File: src/rtl/branch_target_buffer_pkg.sv
// Shared constants and helpers for the branch target buffer.
// Counter encodings and index-width math live here.
package btb_pkg;

  localparam int CTR_SNT = 0;

  function automatic int ctr_weak_taken(input int bits);
    return 1 << (bits - 1);
  endfunction

  function automatic int ctr_weak_nt(input int bits);
    return (1 << (bits - 1)) - 1;
  endfunction

  function automatic int btb_log2(input int n);
    int r;
    r = 0;
    for (int i = 0; i < 31; i++)
      if ((1 << i) < n) r = i + 1;
    return r;
  endfunction

endpackage

File: src/rtl/branch_target_buffer_if.sv
// Fetch lookup, MEM-stage update and debug statistics bundle
// between the pipeline (master) and the BTB (slave).
interface branch_target_buffer_if #(
  parameter int ADDR_W = 32,
  parameter int STAT_W = 16
);
  logic [ADDR_W-1:0] IF_PC;
  logic              pred_hit;
  logic              pred_taken;
  logic [ADDR_W-1:0] pred_next_pc;
  logic              upd_valid;
  logic [ADDR_W-1:0] upd_pc;
  logic              upd_taken;
  logic [ADDR_W-1:0] upd_target;
  logic              upd_mispredict;
  logic              inv_all;
  logic [STAT_W-1:0] stat_updates;
  logic [STAT_W-1:0] stat_mispredicts;

  modport master (
    output IF_PC, upd_valid, upd_pc, upd_taken,
    output upd_target, upd_mispredict, inv_all,
    input  pred_hit, pred_taken, pred_next_pc,
    input  stat_updates, stat_mispredicts
  );

  modport slave (
    input  IF_PC, upd_valid, upd_pc, upd_taken,
    input  upd_target, upd_mispredict, inv_all,
    output pred_hit, pred_taken, pred_next_pc,
    output stat_updates, stat_mispredicts
  );
endinterface

File: src/rtl/branch_target_buffer_sat_counter.sv
// Up/down counter that saturates at zero and all-ones,
// with a parallel load that takes priority over counting.
module sat_counter #(
  parameter int           W       = 2,
  parameter logic [W-1:0] RST_VAL = '0
) (
  input  logic         clk,
  input  logic         rst,
  input  logic         inc,
  input  logic         dec,
  input  logic         load,
  input  logic [W-1:0] load_val,
  output logic [W-1:0] value
);

  always_ff @(posedge clk or posedge rst) begin
    if (rst)
      value <= RST_VAL;
    else if (load)
      value <= load_val;
    else if (inc && !dec && value != '1)
      value <= value + 1'b1;
    else if (dec && !inc && value != '0)
      value <= value - 1'b1;
  end

endmodule

File: src/rtl/branch_target_buffer.sv
// Direct-mapped BTB: combinational fetch lookup, MEM-stage
// update/allocate, per-entry direction counters, saturating stats.
module branch_target_buffer #(
  parameter int ENTRIES  = 16,
  parameter int ADDR_W   = 32,
  parameter int CTR_BITS = 2,
  parameter int STAT_W   = 16
) (
  input  logic                  Clk,
  input  logic                  Reset,
  branch_target_buffer_if.slave bus
);
  import btb_pkg::*;

  localparam int IDX_W = btb_log2(ENTRIES);
  localparam int TAG_W = ADDR_W - IDX_W - 2;
  localparam logic [CTR_BITS-1:0] WT =
    CTR_BITS'(ctr_weak_taken(CTR_BITS));
  localparam logic [CTR_BITS-1:0] WNT =
    CTR_BITS'(ctr_weak_nt(CTR_BITS));

  typedef struct packed {
    logic              valid;
    logic [TAG_W-1:0]  tag;
    logic [ADDR_W-1:0] target;
  } entry_t;

  entry_t              tbl [ENTRIES];
  logic [CTR_BITS-1:0] ctr [ENTRIES];

  logic [IDX_W-1:0] lk_idx, up_idx;
  logic [TAG_W-1:0] lk_tag, up_tag;
  entry_t           lk_e, up_e;
  logic             up_hit, upd_en;
  logic             do_step, do_alloc;
  logic             unused_lo;

  assign lk_idx = bus.IF_PC[IDX_W+1:2];
  assign lk_tag = bus.IF_PC[ADDR_W-1:IDX_W+2];
  assign up_idx = bus.upd_pc[IDX_W+1:2];
  assign up_tag = bus.upd_pc[ADDR_W-1:IDX_W+2];
  assign unused_lo = ^bus.upd_pc[1:0];

  assign lk_e = tbl[lk_idx];
  assign up_e = tbl[up_idx];

  assign bus.pred_hit =
    lk_e.valid && (lk_e.tag == lk_tag);
  assign bus.pred_taken =
    bus.pred_hit && ctr[lk_idx][CTR_BITS-1];
  assign bus.pred_next_pc = bus.pred_taken ?
    lk_e.target : bus.IF_PC + ADDR_W'(4);

  // inv_all suppresses the whole entry update, not just valid
  assign up_hit   = up_e.valid && (up_e.tag == up_tag);
  assign upd_en   = bus.upd_valid && !bus.inv_all;
  assign do_step  = upd_en && up_hit;
  assign do_alloc = upd_en && !up_hit && bus.upd_taken;

  always_ff @(posedge Clk or posedge Reset) begin
    if (Reset) begin
      for (int i = 0; i < ENTRIES; i++)
        tbl[i] <= '0;
    end else if (bus.inv_all) begin
      for (int i = 0; i < ENTRIES; i++)
        tbl[i].valid <= 1'b0;
    end else if (do_alloc) begin
      tbl[up_idx] <= '{valid:  1'b1,
                       tag:    up_tag,
                       target: bus.upd_target};
    end else if (do_step && bus.upd_taken) begin
      tbl[up_idx].target <= bus.upd_target;
    end
  end

  for (genvar g = 0; g < ENTRIES; g++) begin : g_ctr
    logic sel;
    assign sel = (up_idx == IDX_W'(g));
    sat_counter #(
      .W       (CTR_BITS),
      .RST_VAL (WNT)
    ) u_ctr (
      .clk      (Clk),
      .rst      (Reset),
      .inc      (do_step && sel && bus.upd_taken),
      .dec      (do_step && sel && !bus.upd_taken),
      .load     (do_alloc && sel),
      .load_val (WT),
      .value    (ctr[g])
    );
  end

  sat_counter #(
    .W       (STAT_W),
    .RST_VAL ('0)
  ) u_stat_upd (
    .clk      (Clk),
    .rst      (Reset),
    .inc      (bus.upd_valid),
    .dec      (1'b0),
    .load     (1'b0),
    .load_val ({STAT_W{1'b0}}),
    .value    (bus.stat_updates)
  );

  sat_counter #(
    .W       (STAT_W),
    .RST_VAL ('0)
  ) u_stat_mis (
    .clk      (Clk),
    .rst      (Reset),
    .inc      (bus.upd_valid && bus.upd_mispredict),
    .dec      (1'b0),
    .load     (1'b0),
    .load_val ({STAT_W{1'b0}}),
    .value    (bus.stat_mispredicts)
  );

endmodule
File: src/flat_wrapper.sv
// flat-port wrapper written by rule: the top's interface ports become plain ports
module branch_target_buffer_flat import btb_pkg::*;
#(
  parameter int ENTRIES  = 16,
  parameter int ADDR_W   = 32,
  parameter int CTR_BITS = 2,
  parameter int STAT_W   = 16
)
  (Clk, Reset, bus_IF_PC, bus_upd_valid, bus_upd_pc, bus_upd_taken, bus_upd_target, bus_upd_mispredict, bus_inv_all, bus_pred_hit, bus_pred_taken, bus_pred_next_pc, bus_stat_updates, bus_stat_mispredicts);
  branch_target_buffer_if #(.ADDR_W(ADDR_W), .STAT_W(STAT_W)) bus_i ();
  input  logic Clk;
  input  logic Reset;
  input wire logic [$bits(bus_i.IF_PC)-1:0] bus_IF_PC;
  input wire logic [$bits(bus_i.upd_valid)-1:0] bus_upd_valid;
  input wire logic [$bits(bus_i.upd_pc)-1:0] bus_upd_pc;
  input wire logic [$bits(bus_i.upd_taken)-1:0] bus_upd_taken;
  input wire logic [$bits(bus_i.upd_target)-1:0] bus_upd_target;
  input wire logic [$bits(bus_i.upd_mispredict)-1:0] bus_upd_mispredict;
  input wire logic [$bits(bus_i.inv_all)-1:0] bus_inv_all;
  output wire logic [$bits(bus_i.pred_hit)-1:0] bus_pred_hit;
  output wire logic [$bits(bus_i.pred_taken)-1:0] bus_pred_taken;
  output wire logic [$bits(bus_i.pred_next_pc)-1:0] bus_pred_next_pc;
  output wire logic [$bits(bus_i.stat_updates)-1:0] bus_stat_updates;
  output wire logic [$bits(bus_i.stat_mispredicts)-1:0] bus_stat_mispredicts;
  assign bus_i.IF_PC = bus_IF_PC;
  assign bus_i.upd_valid = bus_upd_valid;
  assign bus_i.upd_pc = bus_upd_pc;
  assign bus_i.upd_taken = bus_upd_taken;
  assign bus_i.upd_target = bus_upd_target;
  assign bus_i.upd_mispredict = bus_upd_mispredict;
  assign bus_i.inv_all = bus_inv_all;
  assign bus_pred_hit = bus_i.pred_hit;
  assign bus_pred_taken = bus_i.pred_taken;
  assign bus_pred_next_pc = bus_i.pred_next_pc;
  assign bus_stat_updates = bus_i.stat_updates;
  assign bus_stat_mispredicts = bus_i.stat_mispredicts;
  branch_target_buffer #(.ENTRIES(ENTRIES), .ADDR_W(ADDR_W), .CTR_BITS(CTR_BITS), .STAT_W(STAT_W)) u_core (.Clk(Clk), .Reset(Reset), .bus(bus_i));
endmodule
File: config.mk
export PLATFORM = sky130hd
export DESIGN_NAME = branch_target_buffer_flat
export DESIGN_NICKNAME = d
export VERILOG_FILES = /design/src/rtl/branch_target_buffer_pkg.sv /design/src/rtl/branch_target_buffer_if.sv /design/src/rtl/branch_target_buffer_sat_counter.sv /design/src/rtl/branch_target_buffer.sv /design/src/flat_wrapper.sv
export SDC_FILE = /design/constraint.sdc
export NUM_CORES = 2
export LEC_CHECK = 0
export CORE_UTILIZATION = 55
export CTS_CLUSTER_DIAMETER = 100
export DETAILED_ROUTE_END_ITERATION = 10
export DONT_BUFFER_PORTS = 1
export PLACE_DENSITY = 0.73
export SYNTH_ARGS = -nofsm -noshare
export SYNTH_HDL_FRONTEND = slang
export SYNTH_SLANG_ARGS = --single-unit
File: constraint.sdc
create_clock -name Clk -period 58.3 [get_ports Clk]
set_input_delay 11.66 -clock Clk [delete_from_list [all_inputs] [get_ports Clk]]
set_output_delay 11.66 -clock Clk [all_outputs]
set_load 0.1 [all_outputs]
## Yosys cells after proc, flatten, opt, wreduce, memory -nomap -nowiden

Index checks and enable logic that the tools add are counted.
W data, S select, Z words.

| storage, ports and cells | value |
|---|---|
| register bits | 1,008 |
| input port bits | 102 |
| output and inout bits | 66 |
| word-level logic and storage cells | 435 |

| cells by class | value |
|---|---|
| add/sub/neg operators | 35 |
| magnitude comparators | 3 |
| equality and inequality tests | 35 |
| muxes and demuxes | 82 |
| bitwise operators | 3 |
| reduce and logical (&&, ||, !) cells | 211 |

Operators with widths:

| operator | number |
|---|---|
| $bwmux W944 | 2 |
| $mux W944 | 2 |
| $bmux W59 S4 | 2 |
| $demux W59 S4 | 2 |
| $mux W59 | 5 |
| $logic_and A1 B1 Y1 | 140 |
| $mux W2 | 50 |
| $mux W32 | 2 |
| $eq A26 B26 Y1 | 2 |
| $reduce_bool A3 Y1 | 17 |
| $logic_not A1 Y1 | 35 |
| $reduce_bool A2 Y1 | 17 |
| $add A16 B1 Y16 const B | 2 |
| $add A2 B1 Y2 const B | 16 |
| $add A32 B3 Y32 const B | 1 |
| $eq A4 B4 Y1 const B | 8 |
| $ne A16 B16 Y1 const B | 2 |
| $ne A2 B2 Y1 const B | 16 |
| $sub A2 B1 Y2 const B | 16 |
| $eq A4 B3 Y1 const B | 4 |
| $mux W1 | 16 |
| $ge A5 B5 Y1 const B | 2 |
| $not A4 Y5 | 2 |
| $bmux W2 S4 | 1 |
| 6 further kinds | 7 |

## Logic depth before layout (Yosys ltp)

| logic depth | value |
|---|---|
| word-level depth | 15 |
| gate-level depth with buffers | 16 |
| gate-level depth less buffers | 9 |

## By module

From an unflattened synthesis, not the netlist that was laid out.

| unflattened totals | value |
|---|---|
| cell total of the unflattened synthesis | 4,078 |
| area total of the unflattened synthesis | 54,740.0 µm² |

By module, submodules not included:

| module | times used | cells each | area each (µm²) | seq. area each (µm²) |
|---|---|---|---|---|
| branch_target_buffer | 1 | 3,436 | 49,322.3 | 23,622.7 |
| sat_counter (u_core.u_stat_mis ...) | 2 | 193 | 1,587.8 | 400.4 |
| sat_counter (u_core.g_ctr[0].u_ctr ...) | 16 | 16 | 140.1 | 51.3 |

## Worst setup path after synthesis

Ideal clock, no wire load.

| timing path | value |
|---|---|
| path type | input-to-output |
| from | in bus_IF_PC[2] |
| to | out bus_pred_taken |
| arrival time | 18,396 ps |
| data required time | 46,640 ps |
| setup slack | 28,244 ps |
| stages | 10 |
| buffers on the path | 3 |
| path through | buf_6 -> buf_2 -> buf_2 -> mux4_2 -> mux4_2 -> xor2_1 -> nor4_1 -> nand4_1 -> nor4_1 -> nor2b_1 |

| on the way | value |
|---|---|
| cells in the longest elaborated chain, start to end | 7 |
| elaborated cells on any way between the ends | 10 |
| those cells by class | 1 x eq/ne; 6 x mux; 1 x bitwise; 2 x reduce/logical |

RTL lines:

| what | line | source |
|---|---|---|
| from (decl) | flat_wrapper.sv:13 | `input wire logic [$bits(bus_i.IF_PC)-1:0] bus_IF_PC;` |
| $not A4 Y5 (implied by the code) (*) | branch_target_buffer.sv:44 | `assign lk_e = tbl[lk_idx];` |
| $bmux W59 S4 (*) | branch_target_buffer.sv:44 |  |
| $mux W59 (implied by the code) (*) (2 in a row) | branch_target_buffer.sv:44 |  |
| $eq A26 B26 Y1 | branch_target_buffer.sv:48 | `lk_e.valid && (lk_e.tag == lk_tag);` |
| $logic_and A1 B1 Y1 (*) | branch_target_buffer.sv:48 |  |
| named net bus_pred_hit | flat_wrapper.sv:20 | `output wire logic [$bits(bus_i.pred_hit)-1:0] bus_pred_hit;` |
| $logic_and A1 B1 Y1 (*) | branch_target_buffer.sv:50 | `bus.pred_hit && ctr[lk_idx][CTR_BITS-1];` |
| to (decl) | flat_wrapper.sv:21 | `output wire logic [$bits(bus_i.pred_taken)-1:0] bus_pred_taken;` |

Mark *: on every way through the listed nets, which the timed path passes. The rest lies on a longest branch. The select of a mux whose other input is x is not followed.

## Worst setup path after layout

| timing path | value |
|---|---|
| from | in bus_IF_PC[2] |
| to | out bus_pred_next_pc[9] |

| on the way | value |
|---|---|
| cells in the longest elaborated chain, start to end | 8 |
| elaborated cells on any way between the ends | 12 |
| those cells by class | 1 x add/sub; 1 x eq/ne; 7 x mux; 1 x bitwise; 2 x reduce/logical |

RTL lines:

| what | line | source |
|---|---|---|
| $not A4 Y5 (implied by the code) | branch_target_buffer.sv:44, branch_target_buffer.sv:50 |  |
| $bmux W59 S4 | branch_target_buffer.sv:44 |  |
| $mux W59 (implied by the code) (2 in a row) | branch_target_buffer.sv:44 |  |
| $eq A26 B26 Y1 | branch_target_buffer.sv:48 |  |
| $logic_and A1 B1 Y1 | branch_target_buffer.sv:48 |  |
| $logic_and A1 B1 Y1 | branch_target_buffer.sv:50 |  |
| $mux W32 (*) | branch_target_buffer.sv:51 | `assign bus.pred_next_pc = bus.pred_taken ?` |
| to (decl) | flat_wrapper.sv:22 | `output wire logic [$bits(bus_i.pred_next_pc)-1:0] bus_pred_next_pc;` |

Mark *: on every way between the ends. The rest lies on a longest branch, timed or not. The select of a mux whose other input is x is not followed.

==> results.toml <==
[status]
status = "complete, no violations"

[logic_synthesis]
syn_nets = 3816
syn_avg_cell_area_um2 = 13.91
synthTopCellsByArea = "dfrtp_1 48%, mux2_2 19%, mux4_2 15%"
synth_top_cells_by_count = "992 x dfrtp_1, 879 x mux2_2, 366 x nand2_1"
yosysMostFrequentCell = "dfrtp_1"
yosysWarnings = 0
yosys.area.top_type = "dfrtp_1"
yosysSeqAreaShare_pct = 48.90
synth.distinct_cells = 82
synth_seq_cells = 1008
synth_edf_count = 0
yosysTopAreaCellShare_pct = 48.08
netlist_area_um2 = 51630
synth_flop_cell = "dfrtp_1"
syn-instance-count = 3711
async_flop_share_pct = 100.0

[drt]
drtIter0Drc = 3021
routed_wl_mm = 141.2
drc = 0
viasPerCell = 6.610
wl_per_cell_um = 28.83
firstDrtPassIters = 6
drtAntennaViolNets = 0
dr_total_vias = 32370

[sta]
fin_crit_sh_pct = 47.50
finalClockSkew_ns = 0.02564
rsz0062_at_grt = "false"
setup_tns_ns = 0
hold_viol_final = 0
period_needed_ns = 27.69
slew_headroom_pct = 18.57
setup_viol = 0
worst_hold_slack_ns = 0.4716
max_freq_mhz = 36.11
timing.final.ws_setup_ns = 30.61
report.final.slew_viol_count = 0
worst_slew_pin_slew_ns = 1.217

[power_and_ir_drop]
vdd_ir_drop_max_uv = 26.55
p_leak_nw = 25.38
cellPowerDensity_nw_per_um2 = 33.12

[global_route]
grt_pass1_vias = 32880
grt_first_pass_wirelength_mm = 213.8
antenna_found_initial = 1
track_usage_pct = 30.32
grt_max_degree = 245
grt_overflow = 0

[finish]
finalNetCount = 3659
finish.utilization_pct = 59.99
multi_input_area_um2 = 24820
n_fill_cell = 7192
syn2layout_area_growth_pct = 8.279
drive_above_1_share_pct = 41.79
register_area_um2 = 25240

[clock_network]
clk_path_buf_depth = 3
cts.htree.levels = 3
clkTransAtPathRegs_ns = 0.06
cts_hold_buffers = 0
cts_setup_buffers = 0
root_buffer = "clkbuf_16"
numCtsBuffers = 106
tritoncts = "yes"
clock_latency_ns = 0.72
cts_num_sinks = 1008
cts_resized = 0

[worst_setup_path]
cp_data_arrival_time_ns = 16.03
crit_path_start_kind = "primary input"
path_class = "in2out"
end_kind = "output pin"
crit_required_ns = 46.64
crit_fanout = 244

[min_path]
hold_class = "reg2reg"

[placed_design]
place_congestion = 0.8871
io_buffers = 0
dp_slack_ns = 31.01
dp_hpwl_mm = 79.10

[floorplan]
die_y_um = 308.4
start_util_pct = 55.40
die_w_um = 308.4
coreArea_um2 = 93190
pin_count = 168
num_rows = 112
dieArea_um2 = 95100

[job]
drv_cap = 0
kinds of logic (layout without fill, tap and decap cells):
kind of cell	count (synthesis)	in the layout	synth area share, %
buffers and inverters	363	294	3.337
DFF	1008	1008	48.90
muxes	1366	1366	37.10
AOI/OAI and AO/OA	242	242	3.250
other	0	1	0
adders and majority gates	3	3	0.07271
and+or+nand+nor	625	625	5.574
xor gates and xnor gates	104	104	1.764
per-layer routing:
layer  global-route usage, %  vias up  share of wire (%)
li1                        -    13450                  -
met2                   48.17     1323                 47
met4                   11.08        2                3.7
met3                   6.768      289                8.5
met5                       0        -             0.0092
met1                   41.06    17300                 40
layout make-up:
cell class	instances	share of cell area, %
inverters	49	0.3425
clock buffers	145	5.401
flip-flops and latches	1008	45.16
multi-input cells	2340	44.40
repair buffers	49	0.6939
diodes	1	0.004476
clock inverters	51	1.191
well taps	1254	2.807
per-stage QoR:
step,instances,total power [mW],instance area [um2]
after floorplan,3711,1.110,51630
after global placement,4700,1.135,52210
after detailed placement,4700,1.147,52210
after CTS,4896,1.861,55900
after global routing,4896,1.918,55900
final,4897,1.852,55900
final timing paths:
check                      cells past startpoint                    endpoint                        from  slack [ns]
max                                           10         bus_pred_next_pc[9]                bus_IF_PC[2]       30.61
max reg2reg                                   10  u_core.tbl[41]$_DFFE_PP0P_  u_core.tbl[45]$_DFFE_PP0P_       53.01
min                                            2                        flop                        flop        0.47
min in group asynchronous                      1                   async pin                       Reset       11.01
min reg2reg                                    2                        flop                        flop        0.47
max in group asynchronous                      5                   async pin                       Reset       43.19
cell usage in the layout (no fill, tap or decap), types with 17 or more instances in the layout:
cell / n
xor2_1: 35
a211oi_1: 22
buf_4: 48
clkbuf_8: 22
clkinv_2: 23
dfrtp_1: 992
a21oi_1: 57
o21ai_0: 25
mux2_2: 879
nand3_1: 25
nand2_1: 358
nor3_1: 18
inv_1: 46
nor2b_1: 25
xnor2_1: 69
clkbuf_1: 17
nand4_1: 25
a22oi_1: 31
clkbuf_16: 106
nor2_1: 57
mux2i_1: 127
mux4_2: 344
nand2_2: 18
o22ai_1: 25
report_power, final:
group	total, mW	internal (mW)	switching (mW)
clock	0.714	0.418	0.296
combinational	0.250	0.150	0.0999
sequential	0.888	0.793	0.0953
total	1.85	1.36	0.491
worst max-delay path: stages:
cell and delay, ns:
mux4_2 0.68, mux2i_1 0.23, mux2i_1 0.26, xor2_1 0.22, nor4_1 0.33, nand4_1 0.12, or4_4 0.51, nor3_4 0.18
buf_4 0.58, mux2_1 0.89
(Power assumes the default switching activity.)
